$ cat config.mk
export PLATFORM = sky130hd
export DESIGN_NAME = caminho_dados_param
export DESIGN_NICKNAME = d
export VERILOG_FILES = /design/src/rtl/caminho_dados_param.sv
export SDC_FILE = /design/constraint.sdc
export NUM_CORES = 1
export LEC_CHECK = 0
export BUFFER_PORTS_ARGS = -buffer_cell sky130_fd_sc_hd__buf_2
export CORE_ASPECT_RATIO = 1.1
export CORE_UTILIZATION = 25
export DETAILED_ROUTE_END_ITERATION = 8
export PLACE_DENSITY_LB_ADDON = 0.15
export SLEW_MARGIN = 20
export SYNTH_ARGS = -nofsm -noshare
export SYNTH_HDL_FRONTEND = slang
export SYNTH_SLANG_ARGS = --single-unit
$ cat constraint.sdc
create_clock -name clock -period 3.08 [get_ports clock]
set_input_delay 0.462 -clock clock [delete_from_list [all_inputs] [get_ports clock]]
set_output_delay 0.462 -clock clock [all_outputs]
set_load 0.02 [all_outputs]
$ cat src/rtl/caminho_dados_param.sv
// caminho_dados_param
// -------------------
// Parameterised CPU datapath: program counter (PC), pointer register (PR),
// instruction register (IR), memory address register (MAR), memory data
// register (MDR), condition codes (CCR), an optional stack pointer (SP) and a
// small general register file. Two combinational buses feed the registers,
// and a three-state memory handshake FSM runs read and write transactions.
//
// Optional feature: define CAMINHO_DADOS_SP_EN to make the stack pointer
// functional. Without that macro the SP ports remain present, the sp_*
// strobes are ignored, sp reads as 0, and Bus1 source 3 drives 0.
//
// Ports:
//   clock, reset          rising-edge clock, asynchronous active-high reset
//   bus1_sel/bus1_reg     Bus1 source: 0 PC, 1 R[bus1_reg], 2 PR, 3 SP, else 0
//   bus2_sel              Bus2 source: 0 Bus1, 1 constant 1, 2 MDR, 3 alu_result
//   pc_load..reg_load     load/increment strobes, honoured only while idle
//   reg_dst               destination register for reg_load
//   sp_load/inc/dec       stack-pointer strobes
//   alu_result, nzvc      ALU result and flags
//   rd_start, wr_start    memory transaction requests (read wins a tie)
//   mem_ack, mem_rdata    memory completion and read data
//   mem_req, mem_we       memory request and write qualifier
//   mem_addr, mem_wdata   address (always MAR) and latched write data
//   busy                  high while a transaction is outstanding
//   ir, mdr, pc, mar, sp, pr, ccr, regs_flat   architectural state
module caminho_dados_param #(
    parameter int DATA_W = 8,
    parameter int ADDR_W = 8,
    parameter int NREGS  = 4,
    parameter int RS_W   = 2
) (
    input  logic                    clock,
    input  logic                    reset,
    input  logic [2:0]              bus1_sel,
    input  logic [RS_W-1:0]         bus1_reg,
    input  logic [1:0]              bus2_sel,
    input  logic                    pc_load,
    input  logic                    pc_inc,
    input  logic                    pr_inc,
    input  logic                    ir_load,
    input  logic                    mar_load,
    input  logic                    ccr_load,
    input  logic                    reg_load,
    input  logic [RS_W-1:0]         reg_dst,
    input  logic                    sp_load,
    input  logic                    sp_inc,
    input  logic                    sp_dec,
    input  logic [DATA_W-1:0]       alu_result,
    input  logic [3:0]              nzvc,
    input  logic                    rd_start,
    input  logic                    wr_start,
    input  logic                    mem_ack,
    input  logic [DATA_W-1:0]       mem_rdata,
    output logic                    mem_req,
    output logic                    mem_we,
    output logic [ADDR_W-1:0]       mem_addr,
    output logic [DATA_W-1:0]       mem_wdata,
    output logic                    busy,
    output logic [DATA_W-1:0]       ir,
    output logic [DATA_W-1:0]       mdr,
    output logic [ADDR_W-1:0]       pc,
    output logic [ADDR_W-1:0]       mar,
    output logic [ADDR_W-1:0]       sp,
    output logic [DATA_W-1:0]       pr,
    output logic [3:0]              ccr,
    output logic [NREGS*DATA_W-1:0] regs_flat
);

    typedef enum logic [1:0] {
        IDLE    = 2'd0,
        RD_WAIT = 2'd1,
        WR_WAIT = 2'd2
    } mem_state_t;

    mem_state_t state, next_state;

    logic [DATA_W-1:0] regs [NREGS];
    logic [DATA_W-1:0] bus1;
    logic [DATA_W-1:0] bus2;

    // Bus1 source mux. Out-of-range register indices and unlisted selects
    // drive 0 so the bus never floats to X.
    always_comb begin
        bus1 = '0;
        case (bus1_sel)
            3'd0: bus1 = DATA_W'(pc);
            3'd1: if (int'(bus1_reg) < NREGS) bus1 = regs[bus1_reg];
            3'd2: bus1 = pr;
            // sp is tied to 0 when the stack pointer is compiled out.
            3'd3: bus1 = DATA_W'(sp);
            default: bus1 = '0;
        endcase
    end

    // Bus2 source mux.
    always_comb begin
        bus2 = '0;
        case (bus2_sel)
            2'd0: bus2 = bus1;
            2'd1: bus2 = DATA_W'(1);
            2'd2: bus2 = mdr;
            default: bus2 = alu_result;
        endcase
    end

    // Memory FSM: state register.
    always_ff @(posedge clock or posedge reset) begin
        if (reset) state <= IDLE;
        else       state <= next_state;
    end

    // Memory FSM: next state. A read wins when both starts arrive together.
    always_comb begin
        next_state = state;
        case (state)
            IDLE: begin
                if (rd_start)      next_state = RD_WAIT;
                else if (wr_start) next_state = WR_WAIT;
            end
            RD_WAIT: if (mem_ack) next_state = IDLE;
            WR_WAIT: if (mem_ack) next_state = IDLE;
            default: next_state = IDLE;
        endcase
    end

    // Memory FSM: outputs, decoded from the state alone.
    always_comb begin
        mem_req = (state == RD_WAIT) || (state == WR_WAIT);
        mem_we  = (state == WR_WAIT);
        busy    = mem_req;
    end

    assign mem_addr = mar;

    // Read data and write data latches. mem_wdata is captured only when a
    // write actually launches, so it stays stable for the whole request.
    always_ff @(posedge clock or posedge reset) begin
        if (reset) begin
            mdr       <= '0;
            mem_wdata <= '0;
        end else begin
            if (state == RD_WAIT && mem_ack) mdr <= mem_rdata;
            if (state == IDLE && wr_start && !rd_start) mem_wdata <= bus1;
        end
    end

    // Architectural registers. Every strobe is frozen while busy.
    always_ff @(posedge clock or posedge reset) begin
        if (reset) begin
            pc  <= '0;
            pr  <= '0;
            ir  <= '0;
            mar <= '0;
            ccr <= '0;
            for (int i = 0; i < NREGS; i++) regs[i] <= '0;
        end else if (!busy) begin
            if (pc_load)     pc <= bus2[ADDR_W-1:0];
            else if (pc_inc) pc <= pc + ADDR_W'(1);
            if (pr_inc)   pr  <= pr + DATA_W'(1);
            if (ir_load)  ir  <= bus2;
            if (mar_load) mar <= bus2[ADDR_W-1:0];
            if (ccr_load) ccr <= nzvc;
            if (reg_load && int'(reg_dst) < NREGS) regs[reg_dst] <= bus2;
        end
    end

`ifdef CAMINHO_DADOS_SP_EN
    // Stack pointer resets to the top of the address space; load beats
    // increment, which beats decrement.
    always_ff @(posedge clock or posedge reset) begin
        if (reset) begin
            sp <= '1;
        end else if (!busy) begin
            if (sp_load)     sp <= bus2[ADDR_W-1:0];
            else if (sp_inc) sp <= sp + ADDR_W'(1);
            else if (sp_dec) sp <= sp - ADDR_W'(1);
        end
    end
`else
    // Stack pointer compiled out: ports stay, strobes are swallowed here.
    logic sp_unused;
    assign sp_unused = ^{sp_load, sp_inc, sp_dec};
    assign sp = '0;
`endif

    // Flatten the register file, R[i] at bits [i*DATA_W +: DATA_W].
    for (genvar g = 0; g < NREGS; g++) begin : g_flat
        assign regs_flat[g*DATA_W +: DATA_W] = regs[g];
    end

endmodule

Word level (Yosys, flattened, before mapping)
Index checks and enable logic that the tools add are counted.
Widths: inputs -> output; s select.

operators by class
  divide/modulo/power cells = 0
  muxes and demuxes = 14
  $lt $le $gt $ge = 3
  multiply operators = 0
  add/subtract/negate cells = 2
  eq/ne operators = 8
  bitwise logic cells = 3
  reduce and logical (&&, ||, !) cells = 18
  shift-type cells = 0

operator list
  operator             count
  $pmux 8 s3           2
  $mux 8               5
  $bwmux 32            1
  $add 8x1->8 const B  2
  $bmux 8 s2           1
  $demux 8 s2          1
  $reduce_and 2->1     7
  $ge 3x3->1 const B   2
  $mux 2               3
  $not 2->3            2
  $eq 2x1->1 const B   2
  $eq 2x2->1 const B   2
  $logic_and 1x1->1    4
  $logic_not 2->1      2
  $pmux 2 s2           1
  $eq 3x1->1 const B   1
  $eq 3x2->1 const B   1
  $logic_not 3->1      1
  $lt 3x1->1 const B   1
  $ne 3x3->1 const B   1
  $ne 2x1->1 const B   1
  $reduce_bool 2->1    1
  $reduce_or 2->1      1
  $logic_not 1->1      1
  other kinds (2)      2

storage, ports and cells
  bits in read-only memories = 0
  word-level logic and storage cells = 60
  bits in writable memories = 0
  input port bits = 44
  memories kept = 0
  latch bits = 0
  output and inout port bits = 103
  bits in registers = 86

Longest topological paths before layout
Gate-level depths: netlist of the first run.

  word-level depth = 7
  mapped depth = 8
  mapped depth without buffers = 6

Worst setup path after synthesis of the first run
OpenSTA, ideal clock, no wires.

  path type = register -> register
  start point = register state[0]
  end point = register regs (netlist bit regs_flat[1])
  period minus slack after synthesis = 1.993 ns
  buffers on the path = 2
  required time = 3.003 ns
  setup slack = 1.087 ns
  setup time = 0.077 ns
  stages on the path, launching flop included = 8
  data arrival time = 1.916 ns
  path through = dfrtp_1 > inv_1 > ha_1 > buf_2 > nor4b_2 > buf_2 > nor2_1 > a21oi_1

on the way
  cells in the longest elaborated chain, start to end = 4
  elaborated cells on any way between the ends = 5
  classes of those cells = 2 x eq/ne; 1 x bitwise; 2 x reduce/logical

RTL lines
  element                                   line  text
  start, declared                           76    mem_state_t state, next_state;
  start signal, assigned                    110   else state <= next_state;
  $eq 2x1->1 or $eq 2x2->1 (tied branches)  129   mem_req = (state == RD_WAIT) || (state == WR_WAIT);
  $logic_or 1x1->1 (*)                      129
  via busy                                  59    output logic busy,
  $not 1->1 (no line) (*)                   --
  $reduce_and 2->1 (no line) (*)            --
  end, declared                             78    logic [DATA_W-1:0] regs [NREGS];

The timed path passes the listed nets; every way through them passes the cells marked *.
A chain may end at the register's enable or synchronous reset.

Final worst setup path of the first run
  start point = register state[0]
  end point = register pc[7]

on the way
  cells in the longest elaborated chain, start to end = 4
  elaborated cells on any way between the ends = 5
  classes of those cells = 2 x eq/ne; 1 x bitwise; 2 x reduce/logical

RTL lines
  element                                   line  text
  $eq 2x1->1 or $eq 2x2->1 (tied branches)  129
  $logic_or 1x1->1 (*)                      129
  $not 1->1 (no line) (*)                   --
  $reduce_and 2->1 (no line) (*)            --
  end signal, assigned                      158   if (pc_load) pc <= bus2[ADDR_W-1:0];
  end signal, assigned                      159   else if (pc_inc) pc <= pc + ADDR_W'(1);
  end, declared                             62    output logic [ADDR_W-1:0] pc,

Every way passes the cells marked *; elsewhere a longest branch is shown, timed or not.

==> results of run 1 <==
[power by group through the flow]
stage / Sequential (mW) / Combinational [mW] / Clock, mW
floorplan: 2.64 / 1.29 / 0
global placement: 2.10 / 2.80 / 0
detailed placement: 2.12 / 2.83 / 0
CTS: 2.11 / 2.83 / 1.24
global route: 2.18 / 3.05 / 1.28
finish: 2.09 / 2.79 / 1.20
[stage by stage]
step	setup WS (ns)	util, %
4_1_cts	1.02	32.6
3_3_place_gp	0.666	30.6
5_1_grt	0.900	32.6
3_5_place_dp	0.649	30.6
2_1_floorplan	0.396	-
6_report	1.03	32.6
[cell usage in the layout, fill, tap and decap left out, drive strengths merged, types with 3 or more instances in the layout]
master	n
buf	142
dfrtp	86
nand2	38
o21ai	34
mux2	33
nor2	28
a21oi	28
clkbuf	11
inv	9
mux4	8
conb	8
a22oi	7
nor2b	6
a22o	5
mux2i	5
ha	5
xor2	4
a2bb2oi	3
xnor2	3
o21bai	3
clkinvlp	3
[layout make-up]
type	instances	area, sq um
Fill cell	1720	11000
Inverter	10	38.8
Tap cell	204	255
Multi-Input combinational cell	248	1830
Timing Repair Buffer	143	738
Clock inverter	5	82.6
Clock buffer	11	243
Sequential cell	86	2150
[synthesized netlist by cell type (all sizes together), types with 2 or more instances]
cell type and number:
xnor2 3, nor2 28, o21ai 34, nand3 2
mux2i 5, and4 2, nand4 2, inv 10
nand2 38, nor2b 6, a22o 5, buf 27
a2bb2oi 3, nor3 2, ha 5, o41ai 2
dfrtp 86, o211ai 2, o21bai 3, xor2 4
a21oi 28, mux4 8, nor4bb 2, a22oi 7
nand3b 2, mux2 33, clkbuf 7, a221oi 2
[what timing repair did]
item                      4_1_cts  5_1_grt
setup buffers                   0        0
hold endpoints to repair        4        0
hold buffers                    1        0
[critical path, cell delays in order (launching register included)]
cell      delay, ns
dfrtp_1        0.37
inv_1          0.07
ha_1           0.46
buf_4          0.27
nor2_1         0.19
nand2_1        0.09
o41ai_1        0.36
a221oi_1       0.09
[registers in the layout (all words and copies together) (netlist names), 4 cells and up]
register	count
mdr	8
ir	8
pc	8
mar	8
ccr	4
pr	8
regs_flat	32
mem_wdata	8
[routing by layer]
layer / global-route usage (%) / wire length (microns) / share of wire, %
met5: 0 / 0 / 0
met1: 19.1 / 5550 / 45
met2: 23.7 / 5690 / 46
met4: 7.45 / 316 / 2.5
met3: 4.35 / 903 / 7.3
[worst min path at each step]
| stage | start | end | slack [ns] | depth (start not counted) |
|---|---|---|---|---|
| 2_1_floorplan | state[0]$_DFFE_PP0P_ | state[0]$_DFFE_PP0P_ | 0.49 | 1 |
| 3_3_place_gp | reset | ccr[0]$_DFFE_PP0P_ | 0.34 | 2 |
| 3_5_place_dp | reset | ccr[0]$_DFFE_PP0P_ | 0.34 | 2 |
| 4_1_cts | mem_rdata[2] | mdr[2]$_DFFE_PP0P_ | 0.33 | 2 |
| 5_1_grt | mem_rdata[7] | mdr[7]$_DFFE_PP0P_ | 0.35 | 2 |
| 6_report | mem_rdata[2] | mdr[2]$_DFFE_PP0P_ | 0.35 | 2 |
[kinds of logic (layout without fill, tap and decap cells)]
logic type      Yosys count  count (layout)  share of synthesized area (%)
simple gates             92              92                           10.5
compound gates           90              90                           14.9
flops                    86              86                           51.4
mux                      46              46                           14.4
buf+inv                  44             169                           5.77
xor+xnor                  7               7                           1.46
fa+ha+maj                 5               5                           1.49
other cells               1               8                         0.0896
==> summary.txt, run 1 <==
Logic synthesis
  • Post-synthesis cell type count: 48
  • Post-synth EDFFs: 0
  • Asr flop ratio synth: 100%
  • Largest cells by area after synthesis: dfrtp_1 (51%), mux2_2 (8.9%), mux4_2 (4.3%)
  • Mapped Cells: 371
  • YS warnings: 0
  • Synth Flop Type: dfrtp_1
  • Post-synth top area share: around half
  • Register bit count reported by yosys: 86
  • Post-synthesis sequential area ratio: 51.4%
  • Cell taking the most area after synthesis: dfrtp_1
  • Post-Syn Area per Cell: 11.3 sq um
  • Mapped Area: 4190 sq um

Drt
  • Via Count: 3282
  • WL final: 12500 microns
  • Vias/cell: 4.64
  • DRC violations left: 13
  • Routed wire per std cell: around 18 microns
  • Starting DRT DRC Count: 82
  • First-pass DRT Iterations: 6
  • Antenna-violating nets left: 0

Power and ir drop
  • Sequential share of power: about a third
  • Clk pwr share: 19.7%
  • Power Density: 1140 nW/um^2
  • Peak VDD IR: 0.460 mV
  • Gate power share: 45.9%
  • Int Power: 3.42 mW
  • NetSw: 2.66 mW
  • Design Power: 6.08 mW
  • Sw Share: 43.7%
  • Lkg Pwr: approximately 2.6 nW

Layout
  • Finished layout cell area: 5340 sq um
  • Fin cells: 707
  • Antenna diodes: 0
  • Nets: about 550
  • Share of layout cells above drive strength 1: 42.3%
  • Layout overhead on the synthesized area: 27.6%

Floorplan
  • Die ar.: 17300 sq um
  • Die width: 125 microns
  • Initial Util: approximately a quarter
  • # IOs: 147
  • Standard-cell row count: 49
  • Core Area: 16400 sq um
  • Chip height: 138 microns

Run status
  • Outcome: complete, but fails checks
  • Failing checks: design-rule violations

Place
  • Final GP Congestion: 0.814
  • Post-Place Cells: 690
  • Placed Area: 5010 sq um
  • Port buffer count: 135
  • Post-DP HPWL: 9350 microns

Global route
  • Global route total overflow: 0
  • Initial antenna violation count: 0
  • Total GRT Usage: 15.1%
  • Vias in the first global route: 3230
  • First-pass GRT wire length: between 15000 and 20000 microns
  • Pin count of the biggest net entering global routing: 45

Worst setup path
  • WS Path Type: flop to flop
  • Critical Path Start: state[0]$_DFFE_PP0P_
  • Reg-to-Reg End: pc[7]$_DFFE_PP0P_
  • FF-to-FF path depth: 7
  • Critical Path RT: approximately 3.3 ns
  • Worst Setup End Kind: flop
  • Crit start category: flop
  • Critical Path End: pc[7]$_DFFE_PP0P_
  • Crit Reg-Reg Startpoint: state[0]$_DFFE_PP0P_
  • Crit path max fanout: 17
  • Worst EP arrival: 2.25 ns
  • R2R setup slack: 1.03 ns

STA
  • WHS: 0.345 ns
  • Minimum clock period: roughly 2.0 ns
  • Max-slew violations: 0
  • Fmax achieved: a little under 0.5 GHz
  • Final Cycle Share: 66.5%
  • Final Skew: 0.00613 ns
  • Worst-Margin Slew: 0.690 ns
  • Final setup TNS: 0 ns
  • Final Hold Fails: 0
  • Final setup fails: 0
  • Relative slew slack: ~54%
  • RSZ-0062 raised after global routing: no

Clock tree
  • CTS Buffer Depth: 2
  • CTS resizes: 0
  • Skew-Pair Late Insertion Delay: 0.35 ns
  • CTS tree: done
  • H-tree levels: 3
  • CTS buffer count: 9
  • Clock sink count: 86
  • Reg clk slew, reported paths: 0.06 ns
  • Clock Root Buffer: clkbuf_16

Min path
  • Worst Hold Class: primary input to flop

Run
  • Maximum capacitance violations: 0
(Power assumes the default switching activity.)
==> inputs of run 2 (changes only) <==
==> constraint.sdc (replaced) <==
create_clock -name clock -period 1.7 [get_ports clock]
set_input_delay 0.255 -clock clock [delete_from_list [all_inputs] [get_ports clock]]
set_output_delay 0.255 -clock clock [all_outputs]
set_load 0.02 [all_outputs]
==> summary.txt, run 2 (same netlist as run 1, synthesis figures left out) <==
Layout
  • Seq. cell area: 2150 sq um
  • Share of layout cells above drive strength 1: between 50% and 60%
  • Most frequent cells in the layout: buf_2 (133), dfrtp_1 (84), buf_4 (78)
  • Multi-input gate area: 2000 sq um
  • Nets: 629
  • Finished layout cell area: 6220 sq um
  • Antenna diodes: 0
  • Fin util: approximately two fifths
  • Layout overhead on the synthesized area: 48.7%
  • Commonest non-fill, non-tap cell in the layout: buf_2
  • # fillers: roughly 1600
  • Max reg flops: 32
  • Fin cells: 787

Power and ir drop
  • Peak VDD IR: between 0.9 and 1 mV
  • Sequential share of power: 28.7%
  • Gate power share: 55.8%
  • NetSw: 5.27 mW
  • Clk pwr share: 15.5%
  • Design Power: 12.6 mW
  • Int Power: 7.30 mW
  • Power Density: a little over 2000 nW/um^2
  • Sw Share: 41.9%
  • Lkg Pwr: 3.09 nW

Global route
  • Pin count of the biggest net entering global routing: 87
  • Met3 Use GR: 2.95%
  • Global route total overflow: 0
  • Total GRT Usage: 15.4%
  • Vias in the first global route: 3428
  • Initial antenna violation count: 0
  • Met1 Use GR: 19.6%
  • GRT Max-Usage Layer: met2
  • First-pass GRT wire length: roughly 20000 microns
  • Met2 usage: 25.5%

STA
  • Max-slew violations: 0
  • RSZ-0062 raised after global routing: yes
  • Setup ws final: 0.00597 ns
  • Minimum clock period: approximately 1.7 ns
  • Final Skew: approximately 0.011 ns
  • Worst-Margin Slew: 0.727 ns
  • Fmax achieved: 0.590 GHz
  • Final Hold Fails: 0
  • Relative slew slack: roughly 51%
  • WHS: 0.00126 ns
  • Final setup TNS: 0 ns
  • Final Cycle Share: 99.6%
  • Final setup fails: 0

Clock tree
  • CTS buffer count: 9
  • Reg clk slew, reported paths: approximately 0.06 ns
  • CTS tree: done
  • Clock sink count: 86
  • H-tree levels: 3
  • CTS Buffer Depth: 2
  • Clock Root Buffer: clkbuf_16
  • Skew-Pair Late Insertion Delay: 0.35 ns

Run status
  • Outcome: complete, but fails checks
  • Failing checks: design-rule violations

Worst setup path
  • WS Path Type: flop to flop
  • Worst Setup End Kind: flop
  • Worst EP arrival: roughly 1.9 ns
  • Crit path max fanout: 7
  • Critical Path RT: around 1.9 ns
  • Crit start category: flop

Drt
  • Starting DRT DRC Count: 131
  • Routed wire per std cell: about 17 microns
  • Vias/cell: about 4.5
  • Antenna-violating nets left: 0
  • First-pass DRT Iterations: 7
  • WL final: 13100 microns
  • DRC violations left: 6
  • Via Count: about 3600

Place
  • DP Worst Slack: -0.274 ns
  • Placed Area: 5590 sq um
  • Port buffer count: 135
  • Post-DP HPWL: 9750 microns
  • Post-Place Cells: 754
  • Final GP Congestion: ~0.8

Floorplan
  • Die width: approximately 130 microns
  • Die ar.: 17300 sq um
  • Initial Util: 25.6%
  • Standard-cell row count: a little under 50
  • Core Area: 16400 sq um
  • # IOs: 147
  • Chip height: 138 microns

Min path
  • Worst Hold Class: primary input to async pin

Run
  • Maximum capacitance violations: 0
==> run 2: cell types whose count changed in the layout (fill, tap and decap cells not counted), moves of 4 or more <==
cell / before / now
o21ai_1: 14 / 10
o21ai_0: 19 / 13
o21ai_2: 1 / 11
a21oi_2: 0 / 8
buf_12: 0 / 10
buf_6: 0 / 4
a21oi_1: 28 / 20
buf_4: 7 / 78
==> run 2: what timing repair did <==
item,in CTS,in global routing
endpoints found under the setup margin,48,49
buffers inserted,9,10
endpoints found under the hold margin,0,0
pin swaps,11,20
hold buffers,0,0
gates resized for setup,12,35
==> run 2: power groups by stage <==
stage	Clock, mW	Combinational [mW]	Sequential, mW
floorplan	0	2.41	4.79
detailed placement	0	6.39	3.65
finish	1.94	7.02	3.61
CTS	2.01	6.72	3.62
global placement	0	6.32	3.62
global route	2.09	7.58	3.74
==> run 2: layout make-up <==
class	instances	share of cell area, %
flip-flops and latches	86	34.6
multi-input cells	248	32.1
repair buffers	225	24.0
well taps	204	4.10
clock buffers	10	3.68
clock inverters	4	0.804
inverters	10	0.663
==> run 2: worst paths after layout <==
path	startpoint	to	slack [ns]	cells after the start
worst max-delay path	regs_flat[28]$_DFFE_PP0P_	pc[4]$_DFFE_PP0P_	0.006	5
worst min-delay path	reset	mar[6]$_DFFE_PP0P_	0.001	3
worst max register to register	regs_flat[28]$_DFFE_PP0P_	pc[4]$_DFFE_PP0P_	0.006	5
worst min register to register	mem_wdata[2]$_DFFE_PP0P_	mem_wdata[2]$_DFFE_PP0P_	0.48	2
max in group asynchronous	reset	pc[0]$_DFFE_PP0P_	1.24	3
min in group clock	mem_rdata[5]	mdr[5]$_DFFE_PP0P_	0.14	2
==> run 2: metal layers <==
layer,up-vias,share of wire (%)
met5,-,0
met4,0,2.4
met3,19,4.9
met2,112,48
met1,1727,45
li1,1716,-
==> run 2: worst max-delay path: stages, from the launching register on <==
cell and delay [ns]:
dfrtp_1 0.37, mux4_2 0.50, a22o_1 0.27, a22oi_4 0.21, buf_12 0.16, a21oi_2 0.05
==> inputs of run 3 (changes only) <==
--- a/config.mk
+++ b/config.mk
@@ -5,7 +5,10 @@
 export SDC_FILE = /design/constraint.sdc
 export NUM_CORES = 1
 export LEC_CHECK = 0
+export ABC_CLOCK_PERIOD_IN_PS = 1700
 export BUFFER_PORTS_ARGS = -buffer_cell sky130_fd_sc_hd__buf_2
+export CELL_PAD_IN_SITES_DETAIL_PLACEMENT = 2
+export CELL_PAD_IN_SITES_GLOBAL_PLACEMENT = 2
 export CORE_ASPECT_RATIO = 1.1
 export CORE_UTILIZATION = 25
 export DETAILED_ROUTE_END_ITERATION = 8
==> summary.txt, run 3 (same netlist as run 1, synthesis figures left out) <==
Drt
  • WL met2: 8360 microns
  • Metal3 WL: 506 microns
  • Antenna-violating nets left: 0
  • Vias/cell: ~4.8
  • Via Count: 3742
  • Routed wire per std cell: around 21 microns
  • Starting DRT DRC Count: 102
  • Wl on met1: 6980 microns
  • WL final: approximately 16000 microns
  • DR top layer: met4
  • First-pass DRT Iterations: 8
  • DRC violations left: 8

Clock tree
  • Hold_buf cts: 0
  • Reg clk slew, reported paths: 0.06 ns
  • Skew-Pair Late Insertion Delay: between 0.3 and 0.4 ns
  • Clock Root Buffer: clkbuf_16
  • CTS Buffer Depth: 2
  • H-tree levels: 3
  • CTS buffer count: 9
  • CTS tree: done
  • Clock sink count: 86

Layout
  • Share of layout cells above drive strength 1: about 58%
  • Commonest non-fill, non-tap cell in the layout: buf_2
  • Layout overhead on the synthesized area: 50.8%
  • Antenna diodes: 0
  • Most frequent cells in the layout: buf_2 (133), dfrtp_1 (85), buf_4 (69)
  • Nets: 626
  • Max reg flops: 32
  • Finished layout cell area: about 6300 sq um
  • Fin util: roughly 39%

STA
  • Final Cycle Share: 105%
  • Max-slew violations: 0
  • Relative slew slack: 64.3%
  • Final Hold Fails: 0
  • Final setup fails: 23
  • Fmax achieved: 0.563 GHz
  • Setup ws final: -0.0768 ns
  • Minimum clock period: 1.78 ns
  • Final Skew: roughly 0.0078 ns
  • Worst-Margin Slew: 0.535 ns
  • RSZ-0062 raised after global routing: yes
  • Final setup TNS: -0.641 ns

Floorplan
  • Standard-cell row count: 49
  • # IOs: 147
  • Chip height: 138 microns
  • Die width: 125 microns
  • Initial Util: 25.6%
  • Die ar.: between 15000 and 20000 sq um
  • Core Area: 16400 sq um

Min path
  • Worst Hold Class: primary input to async pin

Run status
  • Failing checks: design-rule violations, negative setup slack
  • Outcome: complete, but fails checks

Global route
  • Global route total overflow: 0
  • Vias in the first global route: approximately 4100
  • Pin count of the biggest net entering global routing: 87
  • First-pass GRT wire length: approximately 24000 microns
  • Total GRT Usage: 19.2%
  • Initial antenna violation count: 0

Power and ir drop
  • Power Density: slightly above 2000 nW/um^2
  • Lkg Pwr: 3.11 nW
  • Peak VDD IR: 0.713 mV

Place
  • Final GP Congestion: a little under 0.8
  • Port buffer count: 135
  • Placed Area: approximately 5700 sq um
  • Post-DP HPWL: between 10000 and 15000 microns

Worst setup path
  • Worst Setup End Kind: flop
  • WS Path Type: flop to flop
  • Crit path max fanout: 7
  • Worst EP arrival: 1.99 ns
  • Critical Path RT: 1.91 ns
  • Crit start category: flop

Run
  • Maximum capacitance violations: 0
## run 3: cell count changes in the layout (fill, tap and decap cells not counted), moves of 4 or more
cell / before / now
buf_4: 78 / 69
o21ai_2: 11 / 19
o21ai_1: 10 / 6
o21ai_0: 13 / 9
a21oi_2: 8 / 14
a21oi_1: 20 / 12
## run 3: worst paths after layout
path | startpoint | end | slack, ns | cells after the start
max in group asynchronous | reset | regs_flat[0]$_DFFE_PP0P_ | 1.25 | 3
setup / recovery | regs_flat[4]$_DFFE_PP0P_ | pc[4]$_DFFE_PP0P_ | -0.08 | 5
hold / removal | reset | mar[5]$_DFFE_PP0P_ | 0.01 | 3
setup reg to reg | regs_flat[4]$_DFFE_PP0P_ | pc[4]$_DFFE_PP0P_ | -0.08 | 5
min in group clock | mem_rdata[4] | mdr[4]$_DFFE_PP0P_ | 0.14 | 2
hold reg to reg | ir[0]$_DFFE_PP0P_ | ir[0]$_DFFE_PP0P_ | 0.48 | 2
## run 3: per-stage QoR
step	total power [mW]	instances	setup slack [ns]	hold slack [ns]
2_1_floorplan	7.20	378	0.0194	0.406
3_3_place_gp	10.2	758	-0.332	0.439
3_5_place_dp	10.4	758	-0.364	0.444
4_1_cts	12.8	779	-0.0538	0.0677
5_1_grt	13.8	785	-0.0964	0.0594
6_report	13.0	785	-0.0768	0.0104
## run 3: routing by layer
layer	up-vias	global-route usage, %
met5	-	0
met4	0	8.74
met3	18	2.56
met2	94	34.0
met1	1921	23.5
li1	1709	-
## run 3: layout make-up
class | count | area [sq um]
flip-flops and latches | 86 | 2150
clock buffers | 11 | 243
multi-input cells | 248 | 2050
clock inverters | 4 | 47.5
inverters | 10 | 41.3
repair buffers | 222 | 1520
well taps | 204 | 255
fillers | 1731 | 10100
## run 3: repair_timing
item,4_1_cts,5_1_grt
cloned,0,1
setup buffers,6,5
resized for setup,23,48
pin swaps,8,23
setup endpoints to repair,40,62
## run 3: power by group
part | total, mW | leakage, nW | internal (mW) | switching [mW]
clock network | 2.02 | 0.141 | 1.17 | 0.848
logic | 7.29 | 1.91 | 3.21 | 4.09
registers | 3.71 | 1.06 | 3.00 | 0.714
## run 3: critical path: stages (launching register included)
cell and delay (ns):
dfrtp_1 0.41, mux4_2 0.53, a22o_4 0.29, a22oi_4 0.19, buf_12 0.17, a21oi_2 0.06
